===== src/rtl/csr_file.sv =====
// csr_file: machine-mode CSR responder for the RV32IM single-cycle core.
// Optional build macro CSR_COUNTERS_EN adds the mcycle/minstret counters and
// their cycle/instret mirrors; without it those addresses read 0 and ignore writes.
module csr_file #(
    parameter logic [31:0] HART_ID  = 32'h0000_0000,
    parameter logic [31:0] MISA_VAL = 32'h4000_1100
) (
    input  logic        clk,
    input  logic        rst,
    input  logic        is_csr,
    input  logic        csr_read_en,
    input  logic        csr_write_en,
    input  logic [2:0]  funct3,
    input  logic [11:0] csr_addr,
    input  logic [31:0] rs1_data,
    input  logic [4:0]  rs1_zimm,
    input  logic        instr_retire,
    input  logic        trap_req,
    input  logic [31:0] trap_cause,
    input  logic [31:0] trap_pc,
    input  logic        mret,
    output logic [31:0] csr_rdata,
    output logic        csr_illegal,
    output logic [31:0] mtvec_out,
    output logic [31:0] mepc_out,
    output logic        mie_out
);

    localparam int unsigned XLEN = 32;

    localparam logic [11:0] ADDR_MSTATUS  = 12'h300;
    localparam logic [11:0] ADDR_MISA     = 12'h301;
    localparam logic [11:0] ADDR_MTVEC    = 12'h305;
    localparam logic [11:0] ADDR_MSCRATCH = 12'h340;
    localparam logic [11:0] ADDR_MEPC     = 12'h341;
    localparam logic [11:0] ADDR_MCAUSE   = 12'h342;
    localparam logic [11:0] ADDR_MCYCLE   = 12'hB00;
    localparam logic [11:0] ADDR_MCYCLEH  = 12'hB80;
    localparam logic [11:0] ADDR_MINSTRET = 12'hB02;
    localparam logic [11:0] ADDR_MINSTRH  = 12'hB82;
    localparam logic [11:0] ADDR_CYCLE    = 12'hC00;
    localparam logic [11:0] ADDR_CYCLEH   = 12'hC80;
    localparam logic [11:0] ADDR_INSTRET  = 12'hC02;
    localparam logic [11:0] ADDR_INSTRETH = 12'hC82;
    localparam logic [11:0] ADDR_MHARTID  = 12'hF14;

    logic            mstatus_mie_q, mstatus_mie_d;
    logic            mstatus_mpie_q, mstatus_mpie_d;
    logic [XLEN-1:0] mtvec_q, mtvec_d;
    logic [XLEN-1:0] mscratch_q, mscratch_d;
    logic [XLEN-1:0] mepc_q, mepc_d;
    logic [XLEN-1:0] mcause_q, mcause_d;
`ifdef CSR_COUNTERS_EN
    logic [63:0]     mcycle_q, mcycle_d;
    logic [63:0]     minstret_q, minstret_d;
`endif

    logic            addr_valid;
    logic [XLEN-1:0] old_val;
    logic [XLEN-1:0] src;
    logic [XLEN-1:0] wdata;
    logic            wr_attempt;
    logic            we;
    logic            we_eff;
    logic            unused_ok;

    // Address decode and current-value mux
    always_comb begin
        addr_valid = 1'b1;
        old_val    = '0;
        case (csr_addr)
            ADDR_MSTATUS:  old_val = {24'h0, mstatus_mpie_q, 3'b000, mstatus_mie_q, 3'b000};
            ADDR_MISA:     old_val = MISA_VAL;
            ADDR_MTVEC:    old_val = mtvec_q;
            ADDR_MSCRATCH: old_val = mscratch_q;
            ADDR_MEPC:     old_val = mepc_q;
            ADDR_MCAUSE:   old_val = mcause_q;
            ADDR_MHARTID:  old_val = HART_ID;
            ADDR_MCYCLE, ADDR_CYCLE: begin
`ifdef CSR_COUNTERS_EN
                old_val = mcycle_q[31:0];
`endif
            end
            ADDR_MCYCLEH, ADDR_CYCLEH: begin
`ifdef CSR_COUNTERS_EN
                old_val = mcycle_q[63:32];
`endif
            end
            ADDR_MINSTRET, ADDR_INSTRET: begin
`ifdef CSR_COUNTERS_EN
                old_val = minstret_q[31:0];
`endif
            end
            ADDR_MINSTRH, ADDR_INSTRETH: begin
`ifdef CSR_COUNTERS_EN
                old_val = minstret_q[63:32];
`endif
            end
            default: addr_valid = 1'b0;
        endcase
    end

    // Read-modify-write value, legality and write enable
    always_comb begin
        src = funct3[2] ? {27'h0, rs1_zimm} : rs1_data;
        case (funct3[1:0])
            2'b01:   wdata = src;
            2'b10:   wdata = old_val | src;
            default: wdata = old_val & ~src;
        endcase
        wr_attempt  = csr_write_en && ((funct3[1:0] == 2'b01) || (rs1_zimm != 5'd0));
        csr_illegal = is_csr && (!addr_valid
                                 || (wr_attempt && (csr_addr[11:10] == 2'b11))
                                 || (funct3[1:0] == 2'b00));
        we          = is_csr && wr_attempt && !csr_illegal;
        we_eff      = we && !trap_req;
        csr_rdata   = (is_csr && csr_read_en && !csr_illegal) ? old_val : '0;
    end

    // Next-state: mret, then CSR writes, then trap entry overriding both
    always_comb begin
        mstatus_mie_d  = mstatus_mie_q;
        mstatus_mpie_d = mstatus_mpie_q;
        mtvec_d        = mtvec_q;
        mscratch_d     = mscratch_q;
        mepc_d         = mepc_q;
        mcause_d       = mcause_q;
        if (mret) begin
            mstatus_mie_d  = mstatus_mpie_q;
            mstatus_mpie_d = 1'b1;
        end
        if (we_eff) begin
            case (csr_addr)
                ADDR_MSTATUS: begin
                    mstatus_mie_d  = wdata[3];
                    mstatus_mpie_d = wdata[7];
                end
                ADDR_MTVEC:    mtvec_d    = {wdata[31:2], 2'b00};
                ADDR_MSCRATCH: mscratch_d = wdata;
                ADDR_MEPC:     mepc_d     = {wdata[31:2], 2'b00};
                ADDR_MCAUSE:   mcause_d   = wdata;
                default: ;
            endcase
        end
        if (trap_req) begin
            mepc_d         = {trap_pc[31:2], 2'b00};
            mcause_d       = trap_cause;
            mstatus_mpie_d = mstatus_mie_q;
            mstatus_mie_d  = 1'b0;
        end
    end

`ifdef CSR_COUNTERS_EN
    // Counter next-state: a write to one half freezes the other half
    always_comb begin
        mcycle_d   = mcycle_q + 64'd1;
        minstret_d = minstret_q + 64'(instr_retire);
        if (we_eff) begin
            case (csr_addr)
                ADDR_MCYCLE:   mcycle_d   = {mcycle_q[63:32], wdata};
                ADDR_MCYCLEH:  mcycle_d   = {wdata, mcycle_q[31:0]};
                ADDR_MINSTRET: minstret_d = {minstret_q[63:32], wdata};
                ADDR_MINSTRH:  minstret_d = {wdata, minstret_q[31:0]};
                default: ;
            endcase
        end
    end

    // Counter registers
    always_ff @(posedge clk) begin
        if (rst) begin
            mcycle_q   <= '0;
            minstret_q <= '0;
        end else begin
            mcycle_q   <= mcycle_d;
            minstret_q <= minstret_d;
        end
    end

    assign unused_ok = ^trap_pc[1:0];
`else
    assign unused_ok = ^{instr_retire, trap_pc[1:0]};
`endif

    // Trap and scratch registers
    always_ff @(posedge clk) begin
        if (rst) begin
            mstatus_mie_q  <= 1'b0;
            mstatus_mpie_q <= 1'b1;
            mtvec_q        <= '0;
            mscratch_q     <= '0;
            mepc_q         <= '0;
            mcause_q       <= '0;
        end else begin
            mstatus_mie_q  <= mstatus_mie_d;
            mstatus_mpie_q <= mstatus_mpie_d;
            mtvec_q        <= mtvec_d;
            mscratch_q     <= mscratch_d;
            mepc_q         <= mepc_d;
            mcause_q       <= mcause_d;
        end
    end

    assign mtvec_out = mtvec_q;
    assign mepc_out  = mepc_q;
    assign mie_out   = mstatus_mie_q;

endmodule


===== config.mk =====
export PLATFORM = sky130hd
export DESIGN_NAME = csr_file
export DESIGN_NICKNAME = d
export VERILOG_FILES = /design/src/rtl/csr_file.sv
export SDC_FILE = /design/constraint.sdc
export NUM_CORES = 1
export LEC_CHECK = 0
export ABC_AREA = 1
export BUFFER_PORTS_ARGS = -buffer_cell sky130_fd_sc_hd__clkbuf_2
export CORE_MARGIN = 2
export CORE_UTILIZATION = 45
export DETAILED_ROUTE_END_ITERATION = 10
export PLACE_DENSITY = 0.75
export RECOVER_POWER = 25
export SYNTH_ARGS = -nofsm -noshare
export SYNTH_HDL_FRONTEND = slang
export SYNTH_SLANG_ARGS = --single-unit

===== constraint.sdc =====
create_clock -name clk -period 3.2 [get_ports clk]
set_input_delay 0.48 -clock clk [delete_from_list [all_inputs] [get_ports clk]]
set_output_delay 0.48 -clock clk [all_outputs]
set_load 0.01 [all_outputs]

==> results.cfg <==
[critical_path]
path_cells = clkbuf_2, inv_1, ha_1, or2_1, o21ai_1, o21bai_1, a21oi_1, nand3_1, buf_4, a31oi_1, clkbuf_2
endpoint_kind = output pin
crit_top_cell = clkbuf_2
required_ns = 2.72
cp_max_fo = 32
slowest_stage = a31oi_1
critPathMaxStageDelay_ns = 0.29
path_class = in -> out
critPathArrivalTime_ns = 2.40
start_kind = input pin

[final_layout]
final_common_cell = nand2_1
regArea_mm2 = 0.002522
multi_input_area_mm2 = 0.004861
final_cell_count_no_fill = 1862
num_antenna_cells = 0
mostFrequentLayoutCells = nand2_1 (609), nor2_1 (214), clkbuf_2 (159)
area_growth_syn_to_layout_pct = 20.18
nets = 1749
nFillCells = 1887
drive_gt1_share_pct = 14.82

[power]
power.density_mw_per_mm2 = 410.3
max-vdd-ir-drop_mv = 0.3980
power.leakage_nw = 5.006

[global_routing]
grt_pass1_vias = 8276
grt_use_total_pct = 28.91
grt_max_degree = 66
grt_pass1_wl_mm = 44.26
grt-ovfl-total = 0
antenna_found_initial = 0

[place]
post-place-cells = 1832
gp_congestion = 0.9586
place_ws_ns = 0.3414
portBuffers = 214
hpwl_mm = 20.78

[die]
start_util_pct = 45.62
core_mm2 = 0.01790
io_pins = 222
die_w_um = 138.7
dieArea_mm2 = 0.01924
fp-row-count = 49
die_h_um = 138.7

[drt]
top_layer = met4
initialDrtViolationCount = 1038
wl_mm = 28.75
first_pass_iters = 5
vias = 9666
postRouteAntennaNets = 0
avgRoutedWirePerCell_um = 15.44
drc = 0
vias_per_cell = 5.191
wl_met2_mm = 12.41
wl_met3_mm = 2.865
met1Wirelength_mm = 12.94

[logic_synthesis]
yosysSeqAreaShare_pct = 30.89
synth_cell_type_count = 35
netlist_area_mm2 = 0.008167
ys_ff_latch = 126
synth_edf_count = 0
synth_area_per_cell_um2 = 5.636
ys.flop_type = dfxtp_1
yosysWarningCount = 0
syn_inst = 1449
ys_async_sr_fraction_pct = 0
ys_top_cells_by_area = dfxtp_1 (31%), nand2_1 (28%), nor2_1 (10%)
yosysTopAreaCellShare_pct = 30.89
synth.largest_area_cell = dfxtp_1

[run_status]
status = completed

[clocking]
cts_setup_buffers = 0
cts_tree = yes
cts.sinks = 126
ctsHoldBuffers = 0
clk_latency_ns = 0.43
ctsHtreeMaxLevel = 4
clkTransAtPathRegs_ns = 0.06
clk_path_buf_depth = 2
cts_made_buffers = 17
cts_resized = 0
cts_root_buffer = clkbuf_16

[sta]
fmax_mhz = 347.1
fin_crit_ns = 2.881
setup_slack_ns = 0.3189
worst_slew_pin_slew_ns = 0.7031
fin_hold_ws_ns = 0.3730
setup_viol = 0
fin_skew_ns = 0.006769
slew_headroom_pct = 53.13
tns_ns = 0
maxSlewViolCount = 0
finalHoldViolations = 0
rsz0062_at_grt = false
fin_crit_sh_pct = 90.04

[run]
drv_cap = 0

[worst_hold_path]
min_path_type = in -> reg
==> stage by stage <==
stage                     utilization [%]  power [W]  instance area, um^2
after global routing                54.82   0.004160                 9814
after global placement              52.05   0.002154                 9318
after CTS                           55.21   0.004025                 9883
after floorplan                         -   0.001967                 8178
final                               54.82   0.004027                 9814
after detailed placement            52.05   0.002160                 9318
==> Yosys cell counts, types with 2 or more instances <==
master,count
nor2_4,3
or2_2,3
inv_1,90
o22ai_1,2
nand4_4,2
buf_1,11
a31oi_1,2
nor3_1,4
nand2_4,3
clkbuf_1,36
buf_2,22
nor3b_1,12
buf_4,15
nor2_2,4
nand3_1,143
nand3b_1,2
ha_1,3
inv_2,8
nor2_1,218
nand2_1,609
o21ai_1,12
nand4_1,2
a21oi_1,75
buf_6,3
dfxtp_1,126
nand2_2,3
o21ai_0,28
==> critical path: cells and delay by family <==
kind / cells / cell delay [ns]
compound gates: 4 / 0.80
simple gates: 2 / 0.32
buf+inv: 4 / 0.59
fa+ha+maj: 1 / 0.20
==> layout make-up <==
| class | count | area share [%] |
|---|---|---|
| clock buffers | 23 | 4.870 |
| flip-flops and latches | 126 | 25.70 |
| repair buffers | 238 | 12.30 |
| multi-input cells | 1140 | 49.53 |
| inverters | 99 | 3.786 |
| clock inverters | 7 | 0.8924 |
| well taps | 229 | 2.919 |
==> cell families after synthesis <==
kind of cell,share of synthesized area (%)
flip-flops,30.89
adder cells (fa/ha/maj),0.4597
AND/OR/NAND/NOR,51.19
AO/OA/AOI/OAI,7.446
multiplexers,0.1226
buffers and inverters,9.851
other,0.04592
==> state kept, by name, indices dropped and copies added (netlist names) <==
register / flops
mstatus_mpie_q: 1
mie_out: 1
mcause_q: 32
mtvec_out: 30
mepc_out: 30
mscratch_q: 32
==> path summary, 6_finish.rpt <==
check	endpoint	cells past startpoint	startpoint	slack, ns
worst max-delay path	csr_rdata[12]	11	funct3[1]	0.32
worst min-delay path	mepc_out[10]	5	trap_pc[10]	0.37
worst max register to register	mtvec_out[5]	6	mtvec_out[5]	1.79
worst min register to register	mscratch_q[14]	2	mscratch_q[14]	0.48
==> layer usage <==
layer	up-vias	GRT usage (%)
li1	4830	-
met1	4305	43.86
met2	487	42.50
met3	44	4.869
met4	0	7.337
met5	-	0
==> power breakdown <==
| part | switching (W) | total [W] | leakage [nW] | internal [W] |
|---|---|---|---|---|
| clock | 0.000702 | 0.00189 | 0.279 | 0.00119 |
| sequential | 0.0000276 | 0.00164 | 1.02 | 0.00161 |
| combinational | 0.000328 | 0.000497 | 3.71 | 0.000170 |
| total | 0.00106 | 0.00403 | 5.01 | 0.00297 |
(Power assumes the default switching activity.)
